===== src/rtl/pipeline_control_unit.sv =====
// Pipeline-register control: per-stage write enables, flush/bubble controls, halt state and saturating perf counters.
// Enables/flushes are combinational (0 latency); counters, halted and mem_error update on the next rising edge.
module pipeline_control_unit #(
  parameter int CNT_W       = 32,
  parameter int MEM_TIMEOUT = 16
) (
  input  logic             clk,
  input  logic             reset,
  input  logic             stall,
  input  logic             branch_taken_ex,
  input  logic             dmem_req,
  input  logic             dmem_ready,
  input  logic             halt_wb,
  output logic             pc_write,
  output logic             ifid_write,
  output logic             idex_write,
  output logic             exmem_write,
  output logic             ifid_flush,
  output logic             idex_flush,
  output logic             memwb_bubble,
  output logic             halted,
  output logic             mem_error,
  output logic [CNT_W-1:0] stall_cycles,
  output logic [CNT_W-1:0] flush_events,
  output logic [CNT_W-1:0] mem_wait_cycles
);

  localparam int WAIT_W = $clog2(MEM_TIMEOUT + 1);
  localparam logic [CNT_W-1:0]  CNT_MAX    = '1;
  localparam logic [WAIT_W-1:0] WAIT_LIMIT = WAIT_W'(MEM_TIMEOUT);

  typedef enum logic [1:0] {
    ST_RUN      = 2'd0,
    ST_MEM_WAIT = 2'd1,
    ST_HALTED   = 2'd2
  } state_t;

  state_t            state_q, state_d;
  logic [WAIT_W-1:0] wait_cnt_q, wait_cnt_d;
  logic [WAIT_W-1:0] wait_next;
  logic [CNT_W-1:0]  stall_cnt_q, stall_cnt_d;
  logic [CNT_W-1:0]  flush_cnt_q, flush_cnt_d;
  logic [CNT_W-1:0]  mwait_cnt_q, mwait_cnt_d;
  logic              halted_q, halted_d;
  logic              mem_error_q, mem_error_d;
  logic              freeze;

  function automatic logic [CNT_W-1:0] sat_inc(input logic [CNT_W-1:0] v);
    return (v == CNT_MAX) ? v : v + CNT_W'(1);
  endfunction

  assign freeze    = dmem_req & ~dmem_ready;
  assign wait_next = wait_cnt_q + WAIT_W'(1);

  always_comb begin
    state_d      = state_q;
    wait_cnt_d   = wait_cnt_q;
    stall_cnt_d  = stall_cnt_q;
    flush_cnt_d  = flush_cnt_q;
    mwait_cnt_d  = mwait_cnt_q;
    halted_d     = halted_q;
    mem_error_d  = mem_error_q;
    pc_write     = 1'b0;
    ifid_write   = 1'b0;
    idex_write   = 1'b0;
    exmem_write  = 1'b0;
    ifid_flush   = 1'b0;
    idex_flush   = 1'b0;
    memwb_bubble = 1'b0;

    case (state_q)
      ST_RUN, ST_MEM_WAIT: begin
        if (halt_wb) begin
          state_d  = ST_HALTED;
          halted_d = 1'b1;
        end else if (freeze) begin
          memwb_bubble = 1'b1;
          mwait_cnt_d  = sat_inc(mwait_cnt_q);
          // The RUN cycle that first sees the freeze counts toward the timeout.
          if (wait_next >= WAIT_LIMIT) begin
            state_d     = ST_HALTED;
            halted_d    = 1'b1;
            mem_error_d = 1'b1;
          end else begin
            state_d    = ST_MEM_WAIT;
            wait_cnt_d = wait_next;
          end
        end else begin
          state_d     = ST_RUN;
          wait_cnt_d  = '0;
          pc_write    = 1'b1;
          ifid_write  = 1'b1;
          idex_write  = 1'b1;
          exmem_write = 1'b1;
          if (branch_taken_ex) begin
            ifid_flush  = 1'b1;
            idex_flush  = 1'b1;
            flush_cnt_d = sat_inc(flush_cnt_q);
          end else if (stall) begin
            pc_write    = 1'b0;
            ifid_write  = 1'b0;
            idex_flush  = 1'b1;
            stall_cnt_d = sat_inc(stall_cnt_q);
          end
        end
      end
      ST_HALTED: begin
        state_d = ST_HALTED;
      end
      default: begin
        state_d = ST_RUN;
      end
    endcase

    // Reset holds every stage closed and injects NOPs everywhere.
    if (reset) begin
      pc_write     = 1'b0;
      ifid_write   = 1'b0;
      idex_write   = 1'b0;
      exmem_write  = 1'b0;
      ifid_flush   = 1'b1;
      idex_flush   = 1'b1;
      memwb_bubble = 1'b1;
    end
  end

  always_ff @(posedge clk) begin
    if (reset) begin
      state_q     <= ST_RUN;
      wait_cnt_q  <= '0;
      stall_cnt_q <= '0;
      flush_cnt_q <= '0;
      mwait_cnt_q <= '0;
      halted_q    <= 1'b0;
      mem_error_q <= 1'b0;
    end else begin
      state_q     <= state_d;
      wait_cnt_q  <= wait_cnt_d;
      stall_cnt_q <= stall_cnt_d;
      flush_cnt_q <= flush_cnt_d;
      mwait_cnt_q <= mwait_cnt_d;
      halted_q    <= halted_d;
      mem_error_q <= mem_error_d;
    end
  end

  assign halted          = halted_q;
  assign mem_error       = mem_error_q;
  assign stall_cycles    = stall_cnt_q;
  assign flush_events    = flush_cnt_q;
  assign mem_wait_cycles = mwait_cnt_q;

endmodule


===== config.mk =====
export PLATFORM = sky130hd
export DESIGN_NAME = pipeline_control_unit
export DESIGN_NICKNAME = d
export VERILOG_FILES = /design/src/rtl/pipeline_control_unit.sv
export SDC_FILE = /design/constraint.sdc
export NUM_CORES = 1
export LEC_CHECK = 0
export ABC_AREA = 1
export CAP_MARGIN = 15
export CORE_ASPECT_RATIO = 0.5
export CORE_MARGIN = 3
export CORE_UTILIZATION = 45
export DETAILED_ROUTE_END_ITERATION = 16
export PLACE_DENSITY = 0.74
export SYNTH_ARGS = -nofsm -noshare
export SYNTH_HDL_FRONTEND = slang
export SYNTH_SLANG_ARGS = --single-unit

===== constraint.sdc =====
create_clock -name clk -period 4.2 [get_ports clk]
set_input_delay 0.84 -clock clk [delete_from_list [all_inputs] [get_ports clk]]
set_output_delay 0.84 -clock clk [all_outputs]
set_load 0.1 [all_outputs]

==> results of run 1 <==
-- kinds of logic after synthesis --
family | after synthesis | synth area share
XOR/XNOR | 45 | 0.0587
adder cells (fa/ha/maj) | 4 | 0.00746
AO/OA/AOI/OAI | 97 | 0.0787
flip-flops | 105 | 0.313
AND/OR/NAND/NOR | 743 | 0.474
buffers and inverters | 94 | 0.0679
-- where the power goes --
part | total [mW] | leakage (nW) | internal, mW | switching [mW]
registers | 1.01 | 0.847 | 1.00 | 0.00647
logic | 0.149 | 1.81 | 0.0335 | 0.116
clock network | 0.919 | 0.153 | 0.526 | 0.394
-- how the worst max path moves through the flow --
stage                                  end  slack [ns]  cells after the start
final                             pc_write        1.13                      6
after global routing              pc_write        1.01                      6
after floorplan                   pc_write        0.04                      5
after CTS                         pc_write        1.13                      6
after detailed placement  flush_events[18]        1.05                      9
after global placement    flush_events[18]        1.11                      9
-- per-stage QoR --
stage | util | hold WS [ns] | total power [mW]
6_report | 0.585 | 0.475 | 2.07
2_1_floorplan | - | 0.441 | 1.15
3_3_place_gp | 0.562 | 0.456 | 1.18
4_1_cts | 0.585 | 0.479 | 2.09
3_5_place_dp | 0.562 | 0.461 | 1.18
5_1_grt | 0.585 | 0.497 | 2.14
-- layout make-up --
cell class	instances	area (um^2)
fill	1387	5820
clock inverter	6	90.1
multi-input combinational	889	4160
inverter	64	248
antenna	1	2.50
sequential	105	2100
tap	192	240
clock buffer	10	229
timing repair buffer	114	1150
-- per-layer routing --
layer	GRT usage	part of all wire	wire [um]	vias up
met5	0	0	0	-
met1	0.306	0.47	8620	3217
met2	0.367	0.46	8480	168
met3	0.0467	0.055	1010	30
li1	-	-	-	3626
met4	0.0628	0.019	350	0
-- cells in the final DEF (no fill, tap or decap), types with 10 or more instances in the layout --
master / synthesis / final
a21oi_1: 74 / 74
clkdlybuf4s50_1: 0 / 103
dfxtp_1: 105 / 105
inv_1: 60 / 60
nand2_1: 438 / 438
nand3_1: 45 / 45
nand3b_1: 32 / 32
nand4_1: 12 / 12
nor2_1: 183 / 182
o21ai_0: 10 / 10
xnor2_1: 20 / 20
xor2_1: 25 / 25
-- Yosys cell counts (10+ instances only) --
cell	instances	area, um^2
dfxtp_1	105	2100
xnor2_1	20	175
nand3_1	45	225
o21ai_0	10	50.1
inv_1	60	225
a21oi_1	74	370
nor2_1	183	687
nand2_1	438	1640
nand3b_1	32	240
xor2_1	25	219
nand4_1	12	75.1
clkbuf_1	15	56.3
-- flip-flops by register name (all words and copies together), names as in the netlist --
| register | flops |
|---|---|
| flush_events | 32 |
| mem_wait_cycles | 32 |
| stall_cycles | 32 |
| wait_cnt_q | 5 |
| state_q | 2 |
| halted | 1 |
| mem_error | 1 |
==> summary.txt, run 1 <==
Status: finished clean
RSZ-0062 raised after global routing: false
Relative max-transition margin: 0.328
First-pass GRT wire length: 30800 um
DP Cell Count: 1364
Top-level I/O count: 112
Final worst-path cycle share: 0.730
Crit Path Max Fanout: 3
Antenna violations before repair: 1
WP data required: 3.36 ns
Crit path time final: 3.07 ns
Hold Crit Start: halted
Non-Filler Instances: 1381
Initial Utilization: 0.478
Finished Cell Area: 8220 um^2
Post-synth EDFFs: 0
FF-to-FF Start: flush_events[0]
DRC errors left: 0
R2r setup slk: 1.51 ns
Fin. Hold Viols: 0
Number of antenna-violating nets in the routed design: 0
Yosys reg bits: 105
IO buf count: 111
Setup TNS: 0 ns
Cell area after synthesis: 6710 um^2
Global route overflow: 0
Post-DP Area: 7890 um^2
Core Rows: 30
Final setup fails: 0
Die height: 92.3 um
Slowest cell on crit path: clkdlybuf4s50_1
# clock sinks: 105
Clock latency on the worst-skew pair: 0.35 ns
DP Worst Slack: 1.05 ns
Startpoint Class: primary input
Pleak: 2.81 nW
Main synth FF type: dfxtp_1
Die area: 16500 um^2
WHS Path Cells: 1
Number of global-route vias before repair: 6363
CP startpoint: halt_wb
Async set-reset flop share out of synthesis: 0
Layout net count: 1194
Fin. max-slew vios: 0
HP Class: reg -> reg
Sequential fraction of the synthesis area: 0.313
Hold Path Sink: halted
Fmax: 326 MHz
Drt total wl: 18500 um
Critical-path cell list: clkdlybuf4s50_1, nor2_1, nand2_1, nor2_2, o21a_1, buf_4
Synth Warn #: 0
Syn nets: 1099
Avg Inst Size Synth: 6.17 um^2
Detailed placement HPWL: 13800 um
GP Congestion: 0.891
Final worst setup slack: 1.13 ns
R2r worst-path depth: 10
Number of hold buffers added after CTS: 0
CTS buffer count: 9
Share of cells above drive strength 1: 0.0556
R2r endpoint: flush_events[28]
Max clock buf depth: 2
Vias per cell: 5.10
H-tree levels: 3
Critical Path Sink Type: output pin
Worst-path clk slew: 0.07 ns
PD cells: 253 nW/um^2
Area growth, synth to finish: 22.4%
Post_cts resized: 0
Peak supply drop: 0.000169 V
Max-cap violations: 0
Core area: 14000 um^2
CTS tree: done
Root Buffer: clkbuf_16
Global Route Usage Sum: 0.227
Initial drt markers: 441
Routed wire per std cell: 13.4 um
CP arrival: 2.23 ns
CP delay by family, top: buffers and inverters
Worst Max-Slew Pin Slew: 1.00 ns
Syn Inst Count: 1088
Post-synth cell types: 36
CP max stage delay: 0.47 ns
Die X: 179 um
Setup CP Type: in -> out
Via count: 7041
Clock skew: 0.0103 ns
CP Buf/Inv Count: 2
Largest net degree at the start of global routing: 80
Drt first pass iters: 5
Post-CTS setup buffer count: 0
(Power assumes the default switching activity.)
==> inputs of run 2 (changes only) <==
- clock period: 4.2 -> 3.2 ns (I/O delays scaled with it)
==> run 2 against run 1 <==
Cell count unchanged. Clock power grew 33%. Routed wire length down 1.3%. Global-route usage down 0.11 points. First-iteration DRC count shrank 1.4%. Count of clock-buffer cells in the layout rose by 2. Combinational power rose by 36%. Sequential power grew 31%. Flip-flop and latch count stayed put. Non-clock buffer count grew 1. Sequential share of layout area increased by 0.55 points. Setup slack got worse by 0.63 ns. Critical endpoint is now ifid_write.
==> summary.txt, run 2 (synthesis gave the netlist of run 1 again) <==
Detailed placement HPWL: 13700 um
Drt first pass iters: 5
HP Class: reg -> reg
Critical Path Sink Type: output pin
Number of antenna-violating nets in the routed design: 0
Global route overflow: 0
Relative max-transition margin: 0.515
Die height: 92.3 um
WHS: 0.483 ns
Top-level I/O count: 112
Via count: 6981
Fin. max-slew vios: 0
Core Rows: 30
CTS tree: done
Setup CP Type: in -> out
Number of global-route vias before repair: 6285
Ant diodes: 0
Pleak: 3.03 nW
Status: finished clean
PD cells: 342 nW/um^2
Initial Utilization: 0.478
Post-DP Area: 7710 um^2
Routed wire per std cell: 13.2 um
Global Route Usage Sum: 0.226
WP data required: 2.56 ns
Peak supply drop: 0.000293 V
Sw Ratio: 0.239
Clock latency on the worst-skew pair: 0.35 ns
Finished Cell Area: 8040 um^2
Crit Path Max Fanout: 3
Pint: 2.09 mW
Post-CTS setup buffer count: 0
Root Buffer: clkbuf_16
Final worst-path cycle share: 0.842
Clock skew: 0.0109 ns
Crit path time final: 2.69 ns
Most common cell after layout, fill and taps aside: nand2_1
RSZ-0062 raised after global routing: false
Worst Max-Slew Pin Slew: 0.728 ns
# clock sinks: 105
Max-cap violations: 0
IO buf count: 111
Share of cells above drive strength 1: 0.140
CP arrival: 2.05 ns
Fin. Hold Viols: 0
Non-Filler Instances: 1381
Startpoint Class: primary input
Total Power: 2.75 mW
Setup TNS: 0 ns
Final setup fails: 0
Worst-path clk slew: 0.06 ns
CTS buffer count: 9
Fmax: 371 MHz
Antenna violations before repair: 1
Sequential power share: 0.481
Die X: 179 um
Combinational power share: 0.074
Core area: 14000 um^2
H-tree levels: 3
Sw Pwr: 656 uW
Die area: 16500 um^2
DRC errors left: 0
DP Cell Count: 1365
# fillers: 1409
GP Congestion: 0.952
Number of hold buffers added after CTS: 0
Post_cts resized: 0
Max clock buf depth: 2
Layout net count: 1195
Area growth, synth to finish: 19.9%
First-pass GRT wire length: 30600 um
Clock Power Share: 0.446
Drt total wl: 18200 um
Initial drt markers: 435
Largest net degree at the start of global routing: 62
Most frequent cells in the layout: 438 x nand2_1, 182 x nor2_1, 105 x dfxtp_1
Vias per cell: 5.06
==> run 2: final timing paths <==
kind,cells past startpoint,startpoint,to,slack (ns)
setup / recovery,6,halt_wb,ifid_write,0.51
hold / removal,2,wait_cnt_q[4],wait_cnt_q[4],0.48
setup reg to reg,10,mem_wait_cycles[0],mem_wait_cycles[9],1.01
hold reg to reg,2,wait_cnt_q[4],wait_cnt_q[4],0.48
==> run 2: power by group through the flow <==
stage,clock network [mW],logic [mW],registers [mW]
detailed placement,0,0.202,1.35
CTS,1.26,0.203,1.32
global placement,0,0.201,1.35
global route,1.30,0.214,1.32
finish,1.22,0.202,1.32
floorplan,0,0.121,1.38
==> run 2: layout make-up <==
type	count	area, um^2	area share
clock buffer	12	256	0.0319
clock inverter	4	73.8	0.00918
inverter	64	248	0.0308
multi-input combinational	889	4160	0.517
sequential	105	2100	0.261
tap	192	240	0.0299
timing repair buffer	115	961	0.119
==> run 2: through the flow <==
stage | utilization | setup slack (ns)
6_report | 0.573 | 0.506
5_1_grt | 0.573 | 0.419
3_5_place_dp | 0.549 | 0.504
3_3_place_gp | 0.549 | 0.542
4_1_cts | 0.573 | 0.503
2_1_floorplan | - | 0.0563
==> run 2: worst max-delay path, cell delays in order <==
cell,delay (ns)
clkdlybuf4s50_1,0.48
nor2_1,0.17
nand2_1,0.16
nor2_4,0.20
o21a_2,0.22
buf_12,0.18
==> run 2: layer usage <==
metal | vias to the layer above | track usage | share of wire
met4 | 2 | 0.0538 | 0.015
met5 | - | 0 | 0.00077
met2 | 140 | 0.367 | 0.46
met3 | 28 | 0.0348 | 0.043
li1 | 3627 | - | -
met1 | 3184 | 0.314 | 0.48
==> inputs of run 3 (changes only) <==
- PLACE_DENSITY: 0.74 -> 0.77
- clock period: 3.2 -> 2.25 ns (I/O delays scaled with it)
==> run 3 against run 2 <==
Hold slack got worse by 0.012 ns. Final area increased by 2.2%. Clock skew about the same. Critical path type unchanged. Critical endpoint is now idex_flush.
==> summary.txt, run 3 (synthesis gave the netlist of run 1 again) <==
Status: finished clean
H-tree levels: 3
Routed wire per std cell: 13.0 um
Sequential power share: 0.475
Final worst-path cycle share: 0.961
Die area: 16500 um^2
Met3 usage: 0.0385
R2r endpoint: stall_cycles[16]
Non-Filler Instances: 1393
Met1 Resource Use GR: 0.293
Combinational power share: 0.078
Antenna violations before repair: 0
Initial drt markers: 455
GP Congestion: 0.981
Area growth, synth to finish: 22.5%
R2r setup slk: 0.20 ns
# clock sinks: 105
Clock Power Share: 0.446
Post_cts resized: 0
Largest net degree at the start of global routing: 34
Core area: 14000 um^2
Detailed placement HPWL: 13900 um
Ant diodes: 0
CP arrival: 1.71 ns
Number of hold buffers added after CTS: 0
Root Buffer: clkbuf_16
Crit Path Max Fanout: 3
Most frequent cells in the layout: 437 x nand2_1, 181 x nor2_1, 114 x buf_4
IO buf count: 111
DP Cell Count: 1377
Startpoint Class: primary input
Number of global-route vias before repair: 6338
Critical Path Sink Type: output pin
Setup CP Type: in -> out
Fin. Hold Viols: 0
Worst-path clk slew: 0.06 ns
Max-cap violations: 0
Crit path time final: 2.16 ns
PD cells: 481 nW/um^2
Initial Utilization: 0.478
Die X: 179 um
Vias per cell: 5.05
Peak supply drop: 0.000368 V
Fmax: 463 MHz
Hold Path Sink: wait_cnt_q[4]
Clock skew: 0.0112 ns
Drt first pass iters: 5
Die height: 92.3 um
WHS: 0.470 ns
Setup TNS: 0 ns
Top Usage Layer GRT: met2
Number of antenna-violating nets in the routed design: 0
DRC errors left: 0
Layout net count: 1207
Final setup fails: 0
Sw Ratio: 0.249
Global Route Usage Sum: 0.220
FF-to-FF Start: stall_cycles[0]
WP data required: 1.80 ns
Core Rows: 30
GR Util met2: 0.368
Most common cell after layout, fill and taps aside: nand2_1
Top-level I/O count: 112
Clock latency on the worst-skew pair: 0.35 ns
Share of cells above drive strength 1: 0.180
Drt total wl: 18100 um
Via count: 7035
Fin. max-slew vios: 0
Hold Crit Start: wait_cnt_q[4]
CP startpoint: halt_wb
Pint: 2.97 mW
Sw Pwr: 982 uW
Post-CTS setup buffer count: 0
R2r worst-path depth: 10
Global route overflow: 0
CTS buffer count: 9
HP Class: reg -> reg
Max clock buf depth: 2
First-pass GRT wire length: 30000 um
RSZ-0062 raised after global routing: false
Relative max-transition margin: 0.722
CTS tree: done
WHS Path Cells: 2
Worst Max-Slew Pin Slew: 0.418 ns
Pleak: 3.12 nW
[run 3: changes by cell type in the layout (fill, tap and decap cells not counted), moves of 3 or more]
cell     before  now
dfxtp_2       0   34
buf_4       102  114
inv_6         2    5
dfxtp_1     105   71
[run 3: worst max-delay path, stage by stage]
cell	delay, ns
clkdlybuf4s50_1	0.52
nor2_4	0.16
nand2_4	0.08
o211ai_1	0.27
buf_12	0.22
[run 3: through the flow]
step           utilization  setup slack (ns)  instance area [um^2]  power (mW)
6_report             0.585            0.0883                  8220        3.95
3_5_place_dp         0.562            0.0852                  7890        2.23
4_1_cts              0.585            0.0834                  8220        4.00
5_1_grt              0.585            0.0201                  8220        4.07
2_1_floorplan            -            -0.311                  6800        2.15
3_3_place_gp         0.562             0.110                  7890        2.23
[run 3: layout make-up]
class                      instances  area, um^2
sequential                       105        2140
clock buffer                      10         239
clock inverter                     6        95.1
fill                            1397        5820
timing repair buffer             127        1050
inverter                          64         253
tap                              192         240
multi-input combinational        889        4200
[run 3: layer usage]
metal / part of all wire / wire length (um)
met5: 0 / 0
met3: 0.058 / 1060
met4: 0.017 / 314
met1: 0.47 / 8480
met2: 0.46 / 8260
[run 3: power by group through the flow]
| stage | clock (mW) | combinational, mW | sequential [mW] |
|---|---|---|---|
| floorplan | 0 | 0.178 | 1.97 |
| global placement | 0 | 0.306 | 1.92 |
| detailed placement | 0 | 0.310 | 1.92 |
| CTS | 1.81 | 0.310 | 1.88 |
| global route | 1.86 | 0.328 | 1.88 |
| finish | 1.76 | 0.309 | 1.88 |
[run 3: worst max path at each step]
| stage | to | slack (ns) | cells after the start |
|---|---|---|---|
| 2_1_floorplan | idex_flush | -0.31 | 3 |
| 3_3_place_gp | idex_flush | 0.11 | 6 |
| 3_5_place_dp | mem_wait_cycles[27] | 0.09 | 8 |
| 4_1_cts | idex_flush | 0.08 | 5 |
| 5_1_grt | stall_cycles[12] | 0.02 | 10 |
| 6_report | idex_flush | 0.09 | 5 |
